File: config.mk
export PLATFORM = sky130hd
export DESIGN_NAME = bu2_pipe_cfg_flat
export DESIGN_NICKNAME = d
export VERILOG_FILES = /design/src/rtl/bu2_pipe_cfg_if.sv /design/src/rtl/bu2_pipe_cfg.sv /design/src/flat_wrapper.sv
export SDC_FILE = /design/constraint.sdc
export NUM_CORES = 2
export LEC_CHECK = 0
export ABC_AREA = 1
export BUFFER_PORTS_ARGS = -buffer_cell sky130_fd_sc_hd__buf_2
export CAP_MARGIN = 10
export CORE_MARGIN = 2
export CORE_UTILIZATION = 70
export DETAILED_ROUTE_END_ITERATION = 12
export PLACE_DENSITY = 0.88
export SYNTH_ARGS = -nofsm -noshare
export SYNTH_HDL_FRONTEND = slang
export SYNTH_SLANG_ARGS = --single-unit
File: constraint.sdc
create_clock -name clk -period 134.5 [get_ports clk]
set_clock_uncertainty 0.2 [all_clocks]
set_input_delay 20.175 -clock clk [delete_from_list [all_inputs] [get_ports clk]]
set_output_delay 20.175 -clock clk [all_outputs]
set_load 0.01 [all_outputs]
File: src/rtl/bu2_pipe_cfg_if.sv
// Butterfly bus: operand/control inputs from the coefficient read port,
// results plus pass-through twiddle/modulus toward write-back.
interface bu2_pipe_cfg_if #(
    parameter int DW = 16
);
    logic          in_valid;
    logic [DW-1:0] in1;
    logic [DW-1:0] in2;
    logic [DW-1:0] twiddle;
    logic [DW-1:0] modulus;
    logic          mode;
    logic          div2;
    logic          stall;
    logic          BU_valid;
    logic [DW-1:0] fft_a;
    logic [DW-1:0] fft_b;
    logic [DW-1:0] twiddle_BU_out;
    logic [DW-1:0] modulus_BU_out;

    modport master (
        output in_valid, in1, in2, twiddle, modulus, mode, div2, stall,
        input  BU_valid, fft_a, fft_b, twiddle_BU_out, modulus_BU_out
    );

    modport slave (
        input  in_valid, in1, in2, twiddle, modulus, mode, div2, stall,
        output BU_valid, fft_a, fft_b, twiddle_BU_out, modulus_BU_out
    );
endinterface

File: src/rtl/bu2_pipe_cfg.sv
// Four-stage radix-2 modular butterfly (CT forward / GS inverse with optional
// halving); one butterfly per non-stalled cycle, global stall freezes all stages.
module bu2_pipe_cfg #(
    parameter int DW = 16
) (
    input  logic          clk,
    input  logic          rst,
    bu2_pipe_cfg_if.slave bus
);
    typedef struct packed {
        logic          mode;
        logic          div2;
        logic [DW-1:0] w;
        logic [DW-1:0] q;
    } ctrl_t;

    // x/2 mod q for odd q: an odd x is made even by adding q before shifting.
    function automatic logic [DW-1:0] half_mod(input logic [DW-1:0] x, input logic [DW-1:0] q);
        logic [DW:0] t;
        t = x[0] ? ({1'b0, x} + {1'b0, q}) : {1'b0, x};
        return DW'(t >> 1);
    endfunction

    logic            v1_q, v2_q, v3_q, out_v_q;
    ctrl_t           c1_q, c2_q, c3_q;
    logic [DW-1:0]   a1_q, b1_q;
    logic [DW-1:0]   x2_d, x2_q;
    logic [2*DW-1:0] p2_d, p2_q;
    logic [DW-1:0]   x3_q;
    logic [DW-1:0]   r3_d, r3_q;
    logic [DW-1:0]   fa_d, fa_q, fb_d, fb_q, tw_q, md_q;

    logic [DW:0]     sum2, dif2;
    logic [DW-1:0]   s2, d2;

    // NOTE: every variable in a combinational block is assigned on every path, so no latch is inferred.
    always_comb begin
        sum2 = {1'b0, a1_q} + {1'b0, b1_q};
        s2   = (sum2 >= {1'b0, c1_q.q}) ? DW'(sum2 - {1'b0, c1_q.q}) : sum2[DW-1:0];
        dif2 = {1'b0, a1_q} - {1'b0, b1_q};
        d2   = dif2[DW] ? DW'(dif2 + {1'b0, c1_q.q}) : dif2[DW-1:0];
        if (c1_q.mode) begin
            x2_d = s2;
            p2_d = {{DW{1'b0}}, d2} * {{DW{1'b0}}, c1_q.w};
        end else begin
            x2_d = a1_q;
            p2_d = {{DW{1'b0}}, b1_q} * {{DW{1'b0}}, c1_q.w};
        end
    end

    // Restoring reduction: p < q*2^DW, so subtracting q<<k for k = DW-1..0 leaves p mod q.
    logic [2*DW-1:0] rem3;
    always_comb begin
        rem3 = p2_q;
        for (int k = DW - 1; k >= 0; k--) begin
            if (rem3 >= ({{DW{1'b0}}, c2_q.q} << k)) begin
                rem3 = rem3 - ({{DW{1'b0}}, c2_q.q} << k);
            end
        end
        r3_d = rem3[DW-1:0];
    end

    logic [DW:0]   sum4, dif4;
    logic [DW-1:0] ct_a, ct_b;
    always_comb begin
        sum4 = {1'b0, x3_q} + {1'b0, r3_q};
        ct_a = (sum4 >= {1'b0, c3_q.q}) ? DW'(sum4 - {1'b0, c3_q.q}) : sum4[DW-1:0];
        dif4 = {1'b0, x3_q} - {1'b0, r3_q};
        ct_b = dif4[DW] ? DW'(dif4 + {1'b0, c3_q.q}) : dif4[DW-1:0];
        if (c3_q.mode) begin
            fa_d = c3_q.div2 ? half_mod(x3_q, c3_q.q) : x3_q;
            fb_d = c3_q.div2 ? half_mod(r3_q, c3_q.q) : r3_q;
        end else begin
            fa_d = ct_a;
            fb_d = ct_b;
        end
    end

    // NOTE: sequential state uses <= so each stage samples its predecessor's pre-edge value.
    always_ff @(posedge clk or posedge rst) begin
        if (rst) begin
            v1_q    <= 1'b0;
            v2_q    <= 1'b0;
            v3_q    <= 1'b0;
            out_v_q <= 1'b0;
            fa_q    <= '0;
            fb_q    <= '0;
            tw_q    <= '0;
            md_q    <= '0;
        end else if (!bus.stall) begin
            v1_q    <= bus.in_valid;
            v2_q    <= v1_q;
            v3_q    <= v2_q;
            out_v_q <= v3_q;
            fa_q    <= fa_d;
            fb_q    <= fb_d;
            tw_q    <= c3_q.w;
            md_q    <= c3_q.q;
        end
    end

    // NOTE: internal datapath registers have no reset; their contents are don't-care while the stage valid is 0.
    always_ff @(posedge clk) begin
        if (!bus.stall) begin
            a1_q <= bus.in1;
            b1_q <= bus.in2;
            c1_q <= '{mode: bus.mode, div2: bus.div2, w: bus.twiddle, q: bus.modulus};
            x2_q <= x2_d;
            p2_q <= p2_d;
            c2_q <= c1_q;
            x3_q <= x2_q;
            r3_q <= r3_d;
            c3_q <= c2_q;
        end
    end

    assign bus.BU_valid       = out_v_q;
    assign bus.fft_a          = fa_q;
    assign bus.fft_b          = fb_q;
    assign bus.twiddle_BU_out = tw_q;
    assign bus.modulus_BU_out = md_q;
endmodule

File: src/flat_wrapper.sv
// flat-port wrapper written by rule: the top's interface ports become plain ports
module bu2_pipe_cfg_flat 
#(
    parameter int DW = 16
)
  (clk, rst, bus_in_valid, bus_in1, bus_in2, bus_twiddle, bus_modulus, bus_mode, bus_div2, bus_stall, bus_BU_valid, bus_fft_a, bus_fft_b, bus_twiddle_BU_out, bus_modulus_BU_out);
  bu2_pipe_cfg_if #(.DW(DW)) bus_i ();
  input  logic clk;
  input  logic rst;
  input wire logic [$bits(bus_i.in_valid)-1:0] bus_in_valid;
  input wire logic [$bits(bus_i.in1)-1:0] bus_in1;
  input wire logic [$bits(bus_i.in2)-1:0] bus_in2;
  input wire logic [$bits(bus_i.twiddle)-1:0] bus_twiddle;
  input wire logic [$bits(bus_i.modulus)-1:0] bus_modulus;
  input wire logic [$bits(bus_i.mode)-1:0] bus_mode;
  input wire logic [$bits(bus_i.div2)-1:0] bus_div2;
  input wire logic [$bits(bus_i.stall)-1:0] bus_stall;
  output wire logic [$bits(bus_i.BU_valid)-1:0] bus_BU_valid;
  output wire logic [$bits(bus_i.fft_a)-1:0] bus_fft_a;
  output wire logic [$bits(bus_i.fft_b)-1:0] bus_fft_b;
  output wire logic [$bits(bus_i.twiddle_BU_out)-1:0] bus_twiddle_BU_out;
  output wire logic [$bits(bus_i.modulus_BU_out)-1:0] bus_modulus_BU_out;
  assign bus_i.in_valid = bus_in_valid;
  assign bus_i.in1 = bus_in1;
  assign bus_i.in2 = bus_in2;
  assign bus_i.twiddle = bus_twiddle;
  assign bus_i.modulus = bus_modulus;
  assign bus_i.mode = bus_mode;
  assign bus_i.div2 = bus_div2;
  assign bus_i.stall = bus_stall;
  assign bus_BU_valid = bus_i.BU_valid;
  assign bus_fft_a = bus_i.fft_a;
  assign bus_fft_b = bus_i.fft_b;
  assign bus_twiddle_BU_out = bus_i.twiddle_BU_out;
  assign bus_modulus_BU_out = bus_i.modulus_BU_out;
  bu2_pipe_cfg #(.DW(DW)) u_core (.clk(clk), .rst(rst), .bus(bus_i));
endmodule
After elaboration in Yosys (flattened, before gate mapping)
Index checks and enable logic that the tools add are counted.

Word-level logic and storage cells: 100. Register bits: 282. Output and inout port bits: 65.

Add/subtract/negate cells: 26. $mul: 2. Mux-type cells: 28. Magnitude comparators: 18.

Operators by type and width (count): 2-to-1 mux 32 bit (16); 2-to-1 mux 16 bit (10); adder 16 x 16 -> 17 bit (4); multiplier 16 x 16 -> 32 bit (2); subtractor 16 bit (3); greater-or-equal comparator 17 x 16 -> 1 bit (2); 2-to-1 mux 17 bit (2); subtractor 16 x 16 -> 17 bit (2); adder 16 bit (2); greater-or-equal comparator 32 x 16 -> 1 bit (1); greater-or-equal comparator 32 x 17 -> 1 bit (1); greater-or-equal comparator 32 x 18 -> 1 bit (1); greater-or-equal comparator 32 x 19 -> 1 bit (1); greater-or-equal comparator 32 x 20 -> 1 bit (1); greater-or-equal comparator 32 x 21 -> 1 bit (1); greater-or-equal comparator 32 x 22 -> 1 bit (1); greater-or-equal comparator 32 x 23 -> 1 bit (1); greater-or-equal comparator 32 x 24 -> 1 bit (1); greater-or-equal comparator 32 x 25 -> 1 bit (1); greater-or-equal comparator 32 x 26 -> 1 bit (1); greater-or-equal comparator 32 x 27 -> 1 bit (1); greater-or-equal comparator 32 x 28 -> 1 bit (1); greater-or-equal comparator 32 x 29 -> 1 bit (1); greater-or-equal comparator 32 x 30 -> 1 bit (1); 16 further kinds (16).

Depth between registers and ports, before layout
Depth in word-level cells: 32. Gate-level depth with buffers: 335. Mapped depth without buffers: 293.

Worst setup path after synthesis
Ideal clock, no wire load.

Path type: flip-flop to flip-flop. From: register u_core.c2_q[1] (netlist bit). To: register u_core.r3_q[12] (data pin). Setup time: 252 ps. Required time: 134048 ps. Buffers on the path: 42. Arrival: 44511 ps. Period minus slack after synthesis: 44964 ps. Cell stages (with the launch flop): 316. Slack: 89536 ps. Path through: edfxtp_1 inv_1 ha_1 nand2_1 nor3_1 nand2_1 nor2_1 nand3_1 nand3_2 inv_2 clkbuf_1 clkbuf_1 or2_2 o21ai_0 inv_1 fa_1 o31ai_2 nand3_1 (+280 left out) nand2_1 o21ai_0 fa_1 inv_1 o21ai_0 a21oi_1 nor3_1 a2111oi_0 o21ai_0 o21ai_0 nand2_1 a21oi_1 nand3_1 nor2_1 nand3_2 buf_6 nand2_1 nand2_1.

Longest elaborated chain between the ends: 32. Elaborated cells between the ends (all ways): 48. Classes of those cells: add/sub (16); order compare (16); mux (16).

Ends and longest elaborated chain: from (decl) (RTL line bu2_pipe_cfg.sv:25) `ctrl_t c1_q, c2_q, c3_q;`; from (signal assigned) (RTL line bu2_pipe_cfg.sv:110) `c2_q <= c1_q;`; subtractor 32 x 31 -> 32 bit or greater-or-equal comparator 32 x 31 -> 1 bit (tied branches) (RTL line bu2_pipe_cfg.sv:57, bu2_pipe_cfg.sv:56); 2-to-1 mux 32 bit (RTL line bu2_pipe_cfg.sv:56) `if (rem3 >= ({{DW{1'b0}}, c2_q.q} << k)) begin`; subtractor 32 x 30 -> 32 bit or greater-or-equal comparator 32 x 30 -> 1 bit (tied branches) (RTL line bu2_pipe_cfg.sv:57, bu2_pipe_cfg.sv:56); 2-to-1 mux 32 bit (RTL line bu2_pipe_cfg.sv:56); subtractor 32 x 29 -> 32 bit or greater-or-equal comparator 32 x 29 -> 1 bit (tied branches) (RTL line bu2_pipe_cfg.sv:57, bu2_pipe_cfg.sv:56); 2-to-1 mux 32 bit (RTL line bu2_pipe_cfg.sv:56); subtractor 32 x 28 -> 32 bit or greater-or-equal comparator 32 x 28 -> 1 bit (tied branches) (RTL line bu2_pipe_cfg.sv:57, bu2_pipe_cfg.sv:56); 2-to-1 mux 32 bit (RTL line bu2_pipe_cfg.sv:56); (+17 left out); 2-to-1 mux 32 bit (RTL line bu2_pipe_cfg.sv:56); subtractor 32 x 18 -> 32 bit or greater-or-equal comparator 32 x 18 -> 1 bit (tied branches) (RTL line bu2_pipe_cfg.sv:57, bu2_pipe_cfg.sv:56); 2-to-1 mux 32 bit (RTL line bu2_pipe_cfg.sv:56); subtractor 32 x 17 -> 32 bit or greater-or-equal comparator 32 x 17 -> 1 bit (tied branches) (RTL line bu2_pipe_cfg.sv:57, bu2_pipe_cfg.sv:56); 2-to-1 mux 32 bit (RTL line bu2_pipe_cfg.sv:56); greater-or-equal comparator 32 x 16 -> 1 bit or subtractor 16 bit (tied branches) (RTL line bu2_pipe_cfg.sv:56, bu2_pipe_cfg.sv:57); 2-to-1 mux 16 bit * (RTL line bu2_pipe_cfg.sv:56); net u_core.rem3[12] (RTL line bu2_pipe_cfg.sv:52) `logic [2*DW-1:0] rem3;`; to (signal assigned) (RTL line bu2_pipe_cfg.sv:112) `r3_q <= r3_d;`; to (decl) (RTL line bu2_pipe_cfg.sv:30) `logic [DW-1:0] r3_d, r3_q;`.

The timed path passes the listed nets; every way through them passes the cells marked *. A chain may end at the register's enable or synchronous reset.

Final worst setup path
From: register u_core.c2_q[14] (netlist bit). To: register u_core.r3_q[0] (data pin).

The elaborated chain is that of the path after synthesis.

==> results.yml <==
detailed_routing:
  routedWlPerCell_um: 17.8
  ant_nets: 0
  firstDrtPassIters: 8
  vias: 49300
  via_per_inst: 5.93
  drtIter0Drc: 4220
  wl_um: 148000
  drc: 0
synth:
  async_flop_share_pct: 24.1
  synth_area_um2: 52300
  syn-num-nets: 8417
  syn_area_per_cell_um2: 7.15
  synth-edff-count: 214
  syn_inst: 7313
  synth_area_leaders: "fa_1 16%, ha_1 15%, nand2_1 13%, edfxtp_1 12%, inv_1 8.8%"
  synth_top_area_share_pct: 15.9
  ys.flop_type: "edfxtp_1"
  ys_types: 64
  ys_ff_latch: 282
  seq_area_frac_synth_pct: 15.5
  synth_area_leader_cell: "fa_1"
  ys_warn_count: 0
setup_path:
  cp.depth: 274
  critPathKind: "reg2reg"
  max_stage_delay_ps: 700
  critPathLaunch: "u_core.c2_q[14]"
  crit_top_cell: "nand2_1"
  worstPathArrival_ps: 49780
  cp_top_family: "simple AND/OR/NAND/NOR gates"
  start_kind: "flop"
  worst_r2r_path_depth: 274
  critPathBufInv: 31
  worstPathRequired_ps: 134640
  crit_path_end: "u_core.r3_q[0]"
  crit_fanout: 37
  r2r_setup_slack_ps: 84870
  rr_startpoint: "u_core.c2_q[14]"
  cp_slowest_cell: "nor3_2"
  reg2reg_to: "u_core.r3_q[0]"
  end_kind: "flop"
timing:
  finalHoldViolations: 0
  fin_ws_ps: 84870
  period_share_pct: 36.9
  period_needed_ps: 49630
  setup_viol: 0
  setup_tns_ps: 0
  worstMarginPinSlew_ps: 1080
  rsz0062_at_grt: "false"
  max_freq_mhz: 20.1
  finalMaxSlewViolations: 0
  slew_headroom_pct: 27.9
floorplanning:
  dieArea_um2: 76900
  coreArea_um2: 74200
  io_pins: 135
  rows: 100
  die_x_um: 277
  initial_utilization_pct: 70.5
  fp.dieH_um: 277
clocking:
  path_clk_slew_ps: 70
  post_cts_resized: 0
  htreeDepth: 1
  cts.sinks: 282
  clock_latency_ps: 600
  cts_hold_buf: 0
  cts_tree: "done"
  cts_max_path_buffers: 3
  cts_buffers: 28
  cts-root-buf: "clkbuf_16"
  post_cts_buffers: 0
placement:
  place_ws_ps: 85500
  hpwl_um: 116000
  gp_congestion: 1.01
  io_buffers: 134
run_status:
  status: "complete, no violations"
global_routing:
  first_global_vias: 49100
  grt_overflow: 0
  grt_pass1_wl_um: 242000
  grt_max_degree: 134
  grt.total_usage_pct: 38.5
  antenna_found_initial: 7
final_layout:
  drive_gt1_share_pct: 5.90
  syn_to_final_growth_pct: 4.67
  nets: 8434
worst_hold_path:
  hp-start: "u_core.x2_q[6]"
  hold_path.class: "reg2reg"
  hold_depth: 0
run:
  drv_cap: 0
## cells by family after synthesis
family | count (synthesis) | synth area share [%]
simple gates | 2892 | 23.4
buf+inv | 1496 | 11.0
compound gates | 1228 | 13.0
fa+ha+maj | 1034 | 30.7
xor+xnor | 381 | 6.38
flops | 282 | 15.5
## worst register-to-register path, delay by kind of cell (launching register included)
family	cells	cell delay, ps
compound gates	83	17650
buf+inv	31	5970
fa+ha+maj	16	6410
flops	1	400
simple gates	144	18780
## layout by cell type (no fill, tap or decap), types with 43 or more instances in the layout
master    Yosys  routed
buf_2        11     133
xor2_1      239     239
o21bai_1     74      74
edfxtp_1    214     214
ha_1        620     620
nand3_1     340     340
xnor2_1     142     142
nand2_2      43      43
nand2_1    1829    1829
dfrtp_1      68      68
a21oi_1     481     481
fa_1        414     414
inv_1      1226    1225
buf_4         6      63
inv_2        48      48
nor3_1       51      51
o21ai_1      45      46
nand4_1      94      94
o21ai_0     458     457
nor2_1      411     411
## routing by layer
layer / part of all wire (%) / track usage [%] / up-vias
li1: - / - / 23600
met1: 39 / 47.8 / 22800
met4: 5.5 / 19.1 / 4
met2: 47 / 64.9 / 2391
met5: 0.017 / 0.250 / -
met3: 9.2 / 6.63 / 595
## final cells by class
class                   instances  area [µm²]
repair buffers                196        1140
flip-flops and latches        282        8130
fillers                      5740       19500
inverters                    1287        4840
multi-input cells            5535       38400
well taps                     969        1210
diodes                          4        10.0
clock inverters                20         267
clock buffers                  32         726
## synth_stat cells, types with 17 or more instances
| library cell | n |
|---|---|
| nand2_1 | 1829 |
| inv_1 | 1226 |
| ha_1 | 620 |
| a21oi_1 | 481 |
| o21ai_0 | 458 |
| fa_1 | 414 |
| nor2_1 | 411 |
| nand3_1 | 340 |
| xor2_1 | 239 |
| edfxtp_1 | 214 |
| clkbuf_1 | 173 |
| xnor2_1 | 142 |
| nand4_1 | 94 |
| o21bai_1 | 74 |
| dfrtp_1 | 68 |
| nor3_1 | 51 |
| inv_2 | 48 |
| o21ai_1 | 45 |
| nand2_2 | 43 |
| o211ai_1 | 39 |
| a31oi_1 | 25 |
| or2_2 | 25 |
| nor2_2 | 22 |
| a21o_1 | 19 |
| nand3_2 | 17 |
## worst min path at each step
stage / end / slack [ps]
2_1_floorplan: u_core.c2_q[32] / 200
3_3_place_gp: u_core.c3_q[17] / 200
3_5_place_dp: u_core.c3_q[24] / 210
4_1_cts: u_core.c3_q[19] / 210
5_1_grt: u_core.x3_q[10] / 220
6_report: u_core.x3_q[6] / 220
## per-stage QoR
step / cell area [µm²] / std cells / util (%) / hold WS [ps]
2_1_floorplan: 52300 / 7313 / - / 200
3_3_place_gp: 53700 / 8269 / 72.4 / 201
3_5_place_dp: 53700 / 8269 / 72.4 / 205
4_1_cts: 54700 / 8321 / 73.7 / 214
5_1_grt: 54700 / 8324 / 73.8 / 225
6_report: 54700 / 8325 / 73.8 / 221
## flip-flops by register name, indices dropped and copies added, names as in the netlist, 16 cells and up
| name | count |
|---|---|
| u_core.c1_q | 34 |
| u_core.c2_q | 34 |
| u_core.c3_q | 34 |
| u_core.p2_q | 32 |
| u_core.a1_q | 16 |
| u_core.b1_q | 16 |
| u_core.bus.fft_a | 16 |
| u_core.bus.fft_b | 16 |
| u_core.bus.modulus_BU_out | 16 |
| u_core.bus.twiddle_BU_out | 16 |
| u_core.r3_q | 16 |
| u_core.x2_q | 16 |
| u_core.x3_q | 16 |
Power is not shown: default switching activity piles up to over one toggle a cycle in this logic, so the estimate is an artifact.
